`config.mk`:
```
export PLATFORM = sky130hd
export DESIGN_NAME = register_file_flat
export DESIGN_NICKNAME = d
export VERILOG_FILES = /design/src/rtl/register_file_pkg.sv /design/src/rtl/register_file_if.sv /design/src/rtl/register_file_read_mux.sv /design/src/rtl/register_file.sv /design/src/flat_wrapper.sv
export SDC_FILE = /design/constraint.sdc
export NUM_CORES = 2
export LEC_CHECK = 0
export CORE_ASPECT_RATIO = 1.2
export CORE_UTILIZATION = 45
export DETAILED_ROUTE_END_ITERATION = 7
export PLACE_DENSITY_LB_ADDON = 0.25
export SLEW_MARGIN = 5
export SYNTH_ARGS = -nofsm -noshare
export SYNTH_HDL_FRONTEND = slang
export SYNTH_HIERARCHICAL = 1
export SYNTH_SLANG_ARGS = --single-unit
```
`constraint.sdc`:
```
create_clock -name clk -period 2.3 [get_ports clk]
set_input_delay 0.46 -clock clk [delete_from_list [all_inputs] [get_ports clk]]
set_output_delay 0.46 -clock clk [all_outputs]
set_load 0.01 [all_outputs]
```
`src/rtl/register_file_pkg.sv`:
```
// Shared constants for the RISC-V integer register file.
package register_file_pkg;

  localparam int XLEN = 64;
  localparam int REG_ADDR_W = 5;
  localparam int NUM_REGS = 32;
  localparam logic [REG_ADDR_W-1:0] ZERO_REG = 5'd0;

endpackage

```
`src/rtl/register_file_if.sv`:
```
// Bus bundle between the datapath (master) and the register file (slave):
// one write port plus two combinational read ports.
interface register_file_if #(
  parameter int WORDSIZE = register_file_pkg::XLEN
);
  import register_file_pkg::*;

  logic                  write_en;
  logic [REG_ADDR_W-1:0] write_addr;
  logic [WORDSIZE-1:0]   write_data;
  logic [REG_ADDR_W-1:0] addr_a;
  logic [REG_ADDR_W-1:0] addr_b;
  logic [WORDSIZE-1:0]   data_a;
  logic [WORDSIZE-1:0]   data_b;

  modport master (
    output write_en, write_addr, write_data, addr_a, addr_b,
    input  data_a, data_b
  );

  modport slave (
    input  write_en, write_addr, write_data, addr_a, addr_b,
    output data_a, data_b
  );

endinterface

```
`src/rtl/register_file_read_mux.sv`:
```
// One combinational read port: selects a register by index, with index 0
// forced to zero so x0 never depends on what the storage holds.
module register_file_read_mux
  import register_file_pkg::*;
#(
  parameter int WORDSIZE = XLEN
) (
  input  logic [WORDSIZE-1:0]   regs_i [NUM_REGS],
  input  logic [REG_ADDR_W-1:0] addr_i,
  output logic [WORDSIZE-1:0]   data_o
);

  // Zero-latency select; x0 reads as zero regardless of storage
  always_comb begin
    data_o = '0;
    if (addr_i != ZERO_REG) begin
      data_o = regs_i[addr_i];
    end
  end

endmodule

```
`src/rtl/register_file.sv`:
```
// 32 x WORDSIZE integer register file: one synchronous write port, two
// combinational read ports, x0 hardwired to zero, async active-low clear.
// Reads see the stored array only, so a same-cycle write to the read
// address shows up just after the edge, never before it.
module register_file
  import register_file_pkg::*;
#(
  parameter int WORDSIZE = XLEN
) (
  input  logic           clk,
  input  logic           rst_n,
  register_file_if.slave bus
);

  logic [WORDSIZE-1:0] regs_q [NUM_REGS];
  logic [WORDSIZE-1:0] regs_d [NUM_REGS];

  // Write decode: only the addressed entry changes, and never x0
  always_comb begin
    regs_d = regs_q;
    if (bus.write_en && (bus.write_addr != ZERO_REG)) begin
      regs_d[bus.write_addr] = bus.write_data;
    end
  end

  // Storage; reset clears every entry at once and blocks writes while low
  always_ff @(posedge clk or negedge rst_n) begin
    if (!rst_n) begin
      for (int i = 0; i < NUM_REGS; i++) begin
        regs_q[i] <= '0;
      end
    end else begin
      regs_q <= regs_d;
    end
  end

  register_file_read_mux #(.WORDSIZE(WORDSIZE)) u_read_a (
    .regs_i (regs_q),
    .addr_i (bus.addr_a),
    .data_o (bus.data_a)
  );

  register_file_read_mux #(.WORDSIZE(WORDSIZE)) u_read_b (
    .regs_i (regs_q),
    .addr_i (bus.addr_b),
    .data_o (bus.data_b)
  );

endmodule

```
`src/flat_wrapper.sv`:
```
// flat-port wrapper written by rule: the top's interface ports become plain ports
module register_file_flat import register_file_pkg::*;
#(
  parameter int WORDSIZE = XLEN
)
  (clk, rst_n, bus_write_en, bus_write_addr, bus_write_data, bus_addr_a, bus_addr_b, bus_data_a, bus_data_b);
  register_file_if #(.WORDSIZE(WORDSIZE)) bus_i ();
  input  logic clk;
  input  logic rst_n;
  input wire logic [$bits(bus_i.write_en)-1:0] bus_write_en;
  input wire logic [$bits(bus_i.write_addr)-1:0] bus_write_addr;
  input wire logic [$bits(bus_i.write_data)-1:0] bus_write_data;
  input wire logic [$bits(bus_i.addr_a)-1:0] bus_addr_a;
  input wire logic [$bits(bus_i.addr_b)-1:0] bus_addr_b;
  output wire logic [$bits(bus_i.data_a)-1:0] bus_data_a;
  output wire logic [$bits(bus_i.data_b)-1:0] bus_data_b;
  assign bus_i.write_en = bus_write_en;
  assign bus_i.write_addr = bus_write_addr;
  assign bus_i.write_data = bus_write_data;
  assign bus_i.addr_a = bus_addr_a;
  assign bus_i.addr_b = bus_addr_b;
  assign bus_data_a = bus_i.data_a;
  assign bus_data_b = bus_i.data_b;
  register_file #(.WORDSIZE(WORDSIZE)) u_core (.clk(clk), .rst_n(rst_n), .bus(bus_i));
endmodule
```
---- Yosys cells after proc, flatten, opt, wreduce, memory -nomap -nowiden ----
Index checks and enable logic that the tools add are counted.
storage, ports and cells
  register bits ........................... 2,048
  input port bits ......................... 82
  output and inout port bits .............. 128
cells by class
  magnitude comparators ................... 4
  muxes and demuxes ....................... 11
  bitwise gates (word level) .............. 3
  reductions and logical operators ........ 5
operators by type and width
  operator                                                     count
  bitwise mux 2048 bit                                         1
  binary-select mux 64 bit (select 5 bit)                      2
  two-way mux 64 bit                                           7
  demux 64 bit (select 5 bit)                                  1
  >= comparator 6 bit (second input constant)                  3
  NOT 5 -> 6 bit                                               3
  nonzero test 5 bit                                           3
  less-than comparator 6 x 1 -> 1 bit (second input constant)  1
  logical AND 1 bit                                            2

---- Longest topological paths before layout ----
  word-level depth ........................ 6
  gate-level depth with buffers ........... 9
  depth with buffers taken out ............ 4

---- Modules after synthesis ----
Netlist, hierarchy kept.
by module, submodules not included
  module                  instances  cells each  area an instance (sq um)  sequential area each (sq um)
  register_file           1          4,531       75,788.9                  51,249.2
  register_file_read_mux  2          1,273       16,374.5                  0.0

---- Worst setup path before layout ----
Ideal clock, no wire load.
  kind .................................... input port to output port
  start point ............................. input port bus_addr_a[0]
  end point ............................... output port bus_data_a[10]
  arrival ................................. 1.983 ns
  required time ........................... 1.840 ns
  path slack .............................. -0.143 ns
  cell stages on the path ................. 6
  cells stage by stage .................... buf_6 -> buf_6 -> buf_2 -> mux4_2 -> a221oi_1 -> o21ai_0
between the ends
  word-level cells in the longest chain between the ends .. 5
  elaborated cells on any way between the ends .. 6
RTL lines
  element                                                 RTL line                      source
  start: declaration                                      flat_wrapper.sv:13            input wire logic [$bits(bus_i.addr_a)-1:0] bus_addr_a;
  NOT 5 -> 6 bit (implied by the code)                    register_file_read_mux.sv:17  data_o = regs_i[addr_i];
  binary-select mux 64 bit (select 5 bit)                 register_file_read_mux.sv:17
  two-way mux 64 bit (implied by the code) (2 in series)  register_file_read_mux.sv:17
  two-way mux 64 bit (*)                                  register_file_read_mux.sv:16  if (addr_i != ZERO_REG) begin
  end: declaration                                        flat_wrapper.sv:15            output wire logic [$bits(bus_i.data_a)-1:0] bus_data_a;
Every way passes the cells marked *; elsewhere a longest branch is shown, timed or not. The select of a mux whose other input is x is not followed.

---- Worst setup path in the final report ----
  start point ............................. register u_core/regs_q[837] (netlist bit)
  end point ............................... output port bus_data_a[5]
between the ends
  word-level cells in the longest chain between the ends .. 4
RTL lines
  element                                                 RTL line                      source
  start: declaration                                      register_file.sv:15           logic [WORDSIZE-1:0] regs_q [NUM_REGS];
  start signal: assignment                                register_file.sv:33           regs_q <= regs_d;
  binary-select mux 64 bit (select 5 bit)                 register_file_read_mux.sv:17
  two-way mux 64 bit (implied by the code) (2 in series)  register_file_read_mux.sv:17
  two-way mux 64 bit                                      register_file_read_mux.sv:16
No other way between the ends. The select of a mux whose other input is x is not followed.

==> flow_summary_export.csv <==
group,metric,value,unit
critical_path,start_kind,"flip-flop",
timing,worst_pin_slew,0.7920,ns
power_and_ir_drop,switching_share,27.88,%
power_and_ir_drop,power.leakage,57.85,nW
clock_tree,root_buffer,"clkbuf_16",
floorplanning,die_area,242300,µm²
timing,rsz0062_at_grt,"yes",
clock_tree,worstSkewPairLatency,0.92,ns
outcome,outcome,"finished with violations",
outcome,violations,"setup timing",
placement,numPortBuffers,209,
layout,reg_top3,"u_core/regs_q: 2034 flops",
critical_path,crit_required,1.84,ns
layout,fin_util,55.47,%
power_and_ir_drop,seqPwrFrac,43.4,%
power_and_ir_drop,vdd_drop_max,0.7115,mV
drt,drt-vias-per-instance,6.343,
synthesis,ys_warn_count,6,
floorplanning,die_h,539.0,µm
drt,vias,70270,
clock_tree,cts_tree,"yes",
grt,grt_max_degree,107,
timing,fmax,0.3067,GHz
clock_tree,cts_num_sinks,2034,
layout,regMostFlops,"u_core/regs_q",
placement,dp_hpwl,233.3,mm
critical_path,arrival,2.80,ns
drt,routed_wl,347.6,mm
clock_tree,cts.clk_slew.worst_paths,0.06,ns
floorplanning,initial_core_util,45.41,%
hold_path,hp-class,"in2async",
drt,dr.first_iter.drc_count,5664,
grt,gr-usage-all-layers,28.65,%
grt,gr-total-overflow,0,
power_and_ir_drop,power,109.6,mW
placement,placed_cells_incl_taps,10650,
clock_tree,cts_buffers,222,
critical_path,path_max_fanout,3,
timing,min_period,3.261,ns
critical_path,critical_path_class,"reg2out",
drt,drc,0,
clock_tree,cts_max_level,4,
layout,fin_cells,11080,
timing,finalHoldViolCount,0,
layout,fin_nets,7821,
floorplanning,core_region_area,238100,µm²
power_and_ir_drop,switchingPower,30.55,mW
power_and_ir_drop,p_int,79.03,mW
layout,final_common_cell,"dfrtp_1",
placement,gp_congestion,0.8734,
clock_tree,clk_path_buf_depth,4,
power_and_ir_drop,combPwrFrac,23.7,%
grt,antenna_found_initial,7,
timing,worst_slack,-0.9606,ns
layout,largest_register_ffs,2034,
layout,area_growth,22.14,%
synthesis,syn_nets,7131,
timing,relSlewSlack,47.09,%
placement,post_dp_cell_area,122400,µm²
grt,grt_pass1_vias,74920,
floorplanning,ios,210,
floorplanning,placementRows,196,
drt,wl_per_cell,31.38,µm
timing,final_max_slew_viol_count,0,
timing,setup_violations,128,
synthesis,postSynthCellCount,7049,
layout,layout_common_cells,"dfrtp_1, mux2_2, mux4_2",
floorplanning,die_w,449.5,µm
run,cap_violations,0,
layout,final_layout_size_suffix_gt1_share,58.98,%
timing,finalClockSkew,0,ns
power_and_ir_drop,power_density,829.6,nW/µm²
grt,grt_first_pass_wirelength,518.5,mm
timing,fin_crit_sh,141.8,%
synthesis,syn_area,108100,µm²
drt,ant_nets,0,
synthesis,avgSynthCellArea,15.34,µm²
critical_path,end_kind,"primary output",
layout,finalInstanceArea,132100,µm²
power_and_ir_drop,clock_power_share,32.9,%
drt,dr.pass1.iters,5,
[area by class of cell]
| class | count | area, µm² |
|---|---|---|
| antenna | 4 | 10.01 |
| clock buffer | 330 | 6505 |
| sequential | 2034 | 50900 |
| tap | 3168 | 3964 |
| inverter | 4 | 27.53 |
| multi-input combinational | 4201 | 55930 |
| timing repair buffer | 1276 | 14040 |
| fill | 18740 | 106000 |
| clock inverter | 61 | 704.4 |
[power by group through the flow]
stage / Clock [mW] / Sequential [mW] / Combinational (mW)
after global routing: 38.1 / 48.5 / 27.4
after floorplan: 0 / 46.3 / 16.6
final: 36.0 / 47.6 / 26.0
after global placement: 0 / 47.3 / 23.9
after CTS: 36.7 / 47.4 / 25.7
after detailed placement: 0 / 48.1 / 24.5
[path summary, 6_finish.rpt]
path                       slack, ns           startpoint  cells after the start                   to
max                            -0.96   u_core/regs_q[837]                      5        bus_data_a[5]
min                             0.04                rst_n                      2  u_core/regs_q[1902]
max reg2reg                     1.22   u_core/regs_q[742]                      3   u_core/regs_q[742]
min reg2reg                     0.39  u_core/regs_q[1984]                      0  u_core/regs_q[1984]
max in group asynchronous       1.06                rst_n                      4  u_core/regs_q[1187]
min in group clk                0.39  u_core/regs_q[1984]                      0  u_core/regs_q[1984]
[per-layer routing]
metal / track usage [%] / wire, µm / part of all wire, % / up-vias
met4: 10.48 / 13590 / 3.9 / 8
met1: 38.35 / 142300 / 41 / 38330
li1: - / - / - / 28790
met2: 47.08 / 170300 / 49 / 2491
met5: 0 / 50 / 0.014 / -
met3: 4.587 / 21330 / 6.1 / 651
[timing repair]
item	in CTS	in global routing
buffers inserted	66	10
hold buffers	1	0
cloned	0	0
endpoints found under the setup margin	128	128
gates resized for setup	953	74
endpoints found under the hold margin	593	0
pin swaps	206	89
[worst max-delay path, stage by stage (launching register included)]
cell and delay (ns):
dfrtp_1 0.41, mux4_2 0.48, mux2_4 0.29, a221o_1 0.40, buf_6 0.18, buf_6 0.12
[stage by stage]
| step | hold slack [ns] | setup TNS (ns) | worst slack [ns] |
|---|---|---|---|
| 6_report | 0.03767 | -95.56 | -0.9606 |
| 5_1_grt | 0.03433 | -103.92 | -0.9871 |
| 2_1_floorplan | 0.1644 | -3.372 | -0.07388 |
| 3_5_place_dp | 0.3259 | -509.67 | -1.408 |
| 3_3_place_gp | 0.3248 | -482.90 | -1.405 |
| 4_1_cts | 0.02423 | -99.01 | -0.9799 |
(Power assumes the default switching activity.)
